`src/rtl/alu_op_sequencer.sv`:
```
// alu_op_sequencer: drives a combinational 4-bit ALU from a 4x4 register file, one instruction per 3 cycles (LDI per 2).
module alu_op_sequencer (
    input  logic        clk,
    input  logic        rst,
    input  logic        instr_valid,
    output logic        instr_ready,
    input  logic [11:0] instr,
    output logic [3:0]  alu_a,
    output logic [3:0]  alu_b,
    output logic [3:0]  alu_sel,
    input  logic [3:0]  alu_c,
    output logic        wb_valid,
    output logic [1:0]  wb_addr,
    output logic [3:0]  wb_data,
    input  logic [1:0]  rd_addr,
    output logic [3:0]  rd_data,
    output logic [7:0]  retired
);
    typedef enum logic [1:0] {IDLE, EXEC, WRITE} state_t;
    state_t state, state_nx;
    logic [3:0][3:0] regs;
    logic [1:0] rd_q;
    logic accept, ldi;
    assign instr_ready = (state == IDLE) & !rst;
    assign accept = instr_valid & instr_ready;
    assign ldi = instr[11:8] == 4'hf;
    assign rd_data = regs[rd_addr];
    always_comb begin
        state_nx = state;
        state_nx = state == EXEC ? WRITE : state == WRITE ? IDLE : accept ? (ldi ? WRITE : EXEC) : IDLE;
    end
    always_ff @(posedge clk or posedge rst) begin
        if (rst) begin
            state    <= IDLE;
            regs     <= '0;
            rd_q     <= '0;
            alu_a    <= '0;
            alu_b    <= '0;
            alu_sel  <= '0;
            wb_valid <= 1'b0;
            wb_addr  <= '0;
            wb_data  <= '0;
            retired  <= '0;
        end else begin
            state    <= state_nx;
            wb_valid <= 1'b0;
            if (accept && ldi) begin
                regs[instr[7:6]] <= instr[3:0];
                wb_addr          <= instr[7:6];
                wb_data          <= instr[3:0];
                wb_valid         <= 1'b1;
            end else if (accept) begin
                alu_a   <= regs[instr[5:4]];
                alu_b   <= regs[instr[3:2]];
                alu_sel <= instr[11:8];
                rd_q    <= instr[7:6];
            end
            if (state == EXEC) begin
                regs[rd_q] <= alu_c;
                wb_addr    <= rd_q;
                wb_data    <= alu_c;
                wb_valid   <= 1'b1;
            end
            if (state == WRITE)
                retired <= retired + 8'd1;
        end
    end
endmodule

```
`config.mk`:
```
export PLATFORM = sky130hd
export DESIGN_NAME = alu_op_sequencer
export DESIGN_NICKNAME = d
export VERILOG_FILES = /design/src/rtl/alu_op_sequencer.sv
export SDC_FILE = /design/constraint.sdc
export NUM_CORES = 1
export LEC_CHECK = 0
export CAP_MARGIN = 20
export CORE_MARGIN = 4
export CORE_UTILIZATION = 50
export DETAILED_ROUTE_END_ITERATION = 8
export PLACE_DENSITY_LB_ADDON = 0.05
export SYNTH_ARGS = -nofsm -noshare
export SYNTH_HDL_FRONTEND = slang
export SYNTH_SLANG_ARGS = --single-unit
```
`constraint.sdc`:
```
create_clock -name clk -period 2.3 [get_ports clk]
set_clock_uncertainty 0.2 [all_clocks]
set_input_delay 0.46 -clock clk [delete_from_list [all_inputs] [get_ports clk]]
set_output_delay 0.46 -clock clk [all_outputs]
set_load 0.05 [all_outputs]
```
==> flow_summary.yaml, run 1 <==
clocking:
  post_cts_hold_buffer_count: 0
  clk_root_buffer_cell: "sky130_fd_sc_hd__clkbuf_8"
  cts_tree: "done"
  cts_inserted_buffers: 5
  worstSkewPairLatency_ns: 0.30
  clock_sinks: 47
  clock_path_buffers: 2
  cts_max_level: 2
  clk_transition_reported_paths_ns: 0.08
floorplanning:
  die_height_um: 79.4
  chipWidth_um: 79.4
  fp.coreArea_mm2: 0.00482
  initial_cell_density_of_the_core_pct: 53.0
  design.die.area_mm2: 0.00631
  core.rowCount: 25
  io_pins: 53
synthesis:
  postSynthCellCount: 235
  synthesis.area_mm2: 0.00255
  synth_cell_type_count: 41
  synth_seq_area_share_pct: 46.1
  ys.flop_type: "sky130_fd_sc_hd__dfrtp_1"
  synth.ff_latch_count: 47
  yosysWarnings: 0
  synth_async_sr_flop_share_pct: 100
  syn_area_per_cell_um2: 10.9
  synth_edf_count: 0
  synth_fp_nets: 257
placed_design:
  preCtsSetupSlack_ns: -0.198
  placement_stage_cell_area_mm2: 0.00332
  gp_congestion: 0.820
  detailedPlacementHpwl_um: 4530
  port_buffers: 52
timing:
  slew_violations: 0
  period_share_pct: 97.3
  setup-violations-final: 0
  max_slew.worst_pin.slew_ns: 0.568
  rsz0062_at_grt: "no"
  timing.fmax_mhz: 447
  layout_min_cycle_time_ns: 2.24
  maxSlewHeadroom_pct: 61.6
  hold_viol_final: 0
  worst_slack_ns: 0.0612
worst_setup_path:
  cp.arrival_ns: 1.58
  worstSetupPathType: "in -> out"
  critPathLaunchType: "primary input"
  worst_setup_path_endpoint: "rd_data[3]"
  timing.critical_path.to_type: "output pin"
  timing.rr.start: "state[1]"
  timing.critical_path.fanout_max: 4
  cp.required_ns: 1.64
  r2r-end: "regs[7]"
  ff2ff_setup_slack_ns: 0.31
  critPathMaxStageDelay_ns: 0.58
  critical-path-slowest-cell: "sky130_fd_sc_hd__clkdlybuf4s50_1"
  worst_reg_to_reg_cells: 3
  crit_path_from: "rd_addr[1]"
  cp_cell_sequence: "clkdlybuf4s50_1 > mux4_2 > buf_4"
outcome:
  run_status: "finished, final reports clean"
drt:
  firstDrtPassIters: 4
  dr_iter_0_viols: 141
  drtAntennaViolNets: 0
  avgRoutedWirePerCell_um: 16.7
  routed-via-count: 2128
  drt_wl_total_um: 6110
  post-route-drc-count: 0
  avgViaCountPerCell: 5.83
pwr:
  clock_power_share_pct: 14.3
  power.density_mw_per_mm2: 1120
  switching_share_pct: 42.7
  netSwitchingPower_uw: 1630
  max-vdd-ir-drop_mv: 0.534
  p_comb_share_pct: 48.7
  sequential_power_share_pct: 37.0
  lkg_pwr_uw: 0.00137
  internal-power_uw: 2190
grt:
  first_global_vias: 2032
  maximum_number_of_pins_on_one_net_before_global_route_repair: 29
  grt_usage_pct: 20.7
  global_route.overflow_total: 0
  grt_pass1_wl_um: 10000
  antenna_found_initial: 0
cells_and_area:
  p_r_area_growth_vs_syn_pct: 33.9
  final_net_count: 319
  stdcell_area_mm2: 0.00342
  num_antenna_cells: 0
  seq_area_mm2: 0.00118
  filler_cells_inserted: 375
  footprint_of_the_multi_input_gates_mm2: 0.00129
  final_layout_size_suffix_gt1_share_pct: 20.8
run:
  max-cap-violations: 0
min_path:
  min-delay-path-class: "reg -> reg"
==> cell usage after synthesis (4+ instances only) <==
cell / instances / share of area [%]
sky130_fd_sc_hd__and3_1: 5 / 1.2
sky130_fd_sc_hd__or4_1: 4 / 1.2
sky130_fd_sc_hd__inv_1: 4 / 0.59
sky130_fd_sc_hd__xor2_1: 5 / 1.7
sky130_fd_sc_hd__o31ai_1: 12 / 3.5
sky130_fd_sc_hd__a31oi_1: 16 / 3.9
sky130_fd_sc_hd__clkbuf_1: 15 / 2.2
sky130_fd_sc_hd__a21oi_1: 4 / 0.78
sky130_fd_sc_hd__nor2b_1: 6 / 1.5
sky130_fd_sc_hd__dfrtp_1: 47 / 46
sky130_fd_sc_hd__nand2_1: 18 / 2.6
sky130_fd_sc_hd__nor2_1: 18 / 2.6
sky130_fd_sc_hd__mux4_2: 12 / 11
sky130_fd_sc_hd__mux2_2: 12 / 5.3
sky130_fd_sc_hd__o21ai_0: 8 / 1.6
sky130_fd_sc_hd__nand4_1: 9 / 2.2
==> critical path, delay by kind of cell <==
| kind | cells | cell delay, ns |
|---|---|---|
| muxes | 1 | 0.33 |
| buffers and inverters | 2 | 0.78 |
==> metrics by stage <==
step / hold WS, ns / setup TNS (ns) / instances / util [%] / total power, uW
detailed placement: 0.271 / -2.64 / 357 / 68.9 / 3290
global route: 0.313 / 0 / 365 / 70.9 / 4040
CTS: 0.282 / 0 / 365 / 70.9 / 3840
finish: 0.279 / 0 / 365 / 70.9 / 3810
floorplan: 0.328 / 0 / 235 / - / 2640
global placement: 0.258 / -2.12 / 357 / 68.9 / 3260
==> state kept, by name (all words and copies together) (netlist names) <==
name	count
wb_valid	1
regs	16
wb_data	4
alu_a	4
alu_sel	4
alu_b	4
wb_addr	2
rd_q	2
state	2
retired	8
==> power by group through the flow <==
stage	sequential, uW	combinational (uW)	clock, uW
2_1_floorplan	1910	733	0
3_3_place_gp	1410	1850	0
3_5_place_dp	1420	1870	0
4_1_cts	1400	1870	560
5_1_grt	1460	1970	609
6_report	1410	1860	545
==> worst min path at each step <==
| stage | startpoint | end | slack (ns) | cells after the start |
|---|---|---|---|---|
| 4_1_cts | retired[7] | retired[7] | 0.28 | 1 |
| 6_report | retired[7] | retired[7] | 0.28 | 1 |
| 5_1_grt | retired[7] | retired[7] | 0.31 | 1 |
| 2_1_floorplan | regs[12] | regs[12] | 0.33 | 2 |
| 3_5_place_dp | retired[7] | retired[7] | 0.27 | 1 |
| 3_3_place_gp | retired[7] | retired[7] | 0.26 | 1 |
==> cell type report <==
type,instances,share of cell area (%)
multi-input combinational,164,37.7
clock buffer,8,2.93
timing repair buffer,75,22.1
inverter,4,0.439
tap,67,2.45
sequential,47,34.4
==> cells by family after synthesis <==
logic type / Yosys count / synth area share, %
adder cells (fa/ha/maj): 1 / 0.490
AO/OA/AOI/OAI: 51 / 13.4
flip-flops: 47 / 46.1
AND/OR/NAND/NOR: 82 / 18.4
buffers and inverters: 24 / 3.63
XOR/XNOR: 6 / 2.06
multiplexers: 24 / 15.9
==> placed cells by master (no fill, tap or decap), types with 4 or more instances in the layout <==
cell type                         instances
sky130_fd_sc_hd__o21ai_0                  8
sky130_fd_sc_hd__o31ai_1                 12
sky130_fd_sc_hd__nor2_1                  18
sky130_fd_sc_hd__and3_1                   5
sky130_fd_sc_hd__clkdlybuf4s50_1         46
sky130_fd_sc_hd__buf_4                   22
sky130_fd_sc_hd__nand2_1                 18
sky130_fd_sc_hd__dfrtp_1                 47
sky130_fd_sc_hd__a31oi_1                 16
sky130_fd_sc_hd__mux2_2                  12
sky130_fd_sc_hd__a21oi_1                  4
sky130_fd_sc_hd__nand4_1                  9
sky130_fd_sc_hd__or4_1                    4
sky130_fd_sc_hd__clkbuf_8                 7
sky130_fd_sc_hd__nor2b_1                  6
sky130_fd_sc_hd__mux4_2                  12
sky130_fd_sc_hd__buf_12                   6
sky130_fd_sc_hd__xor2_1                   5
==> repair_timing <==
item	in CTS	in global routing
gates resized for setup	1	0
setup endpoints to repair	4	0
setup buffers	0	0
==> per-layer routing <==
| layer | track usage, % | wire length [um] |
|---|---|---|
| met1 | 28.2 | 2740 |
| met4 | 8.25 | 97 |
| met5 | 0 | 0 |
| met3 | 4.74 | 409 |
| met2 | 32.1 | 2860 |
Power figures use the tool's default switching activity.
==> run 2: changes to the inputs <==
--- a/config.mk
+++ b/config.mk
@@ -5,7 +5,7 @@
 export SDC_FILE = /design/constraint.sdc
 export NUM_CORES = 1
 export LEC_CHECK = 0
-export CAP_MARGIN = 20
+export CAP_MARGIN = 30
 export CORE_MARGIN = 4
 export CORE_UTILIZATION = 50
 export DETAILED_ROUTE_END_ITERATION = 8
==> results of run 2 <==
Same layout as run 1: the final DEF is identical, and so are final timing and power.
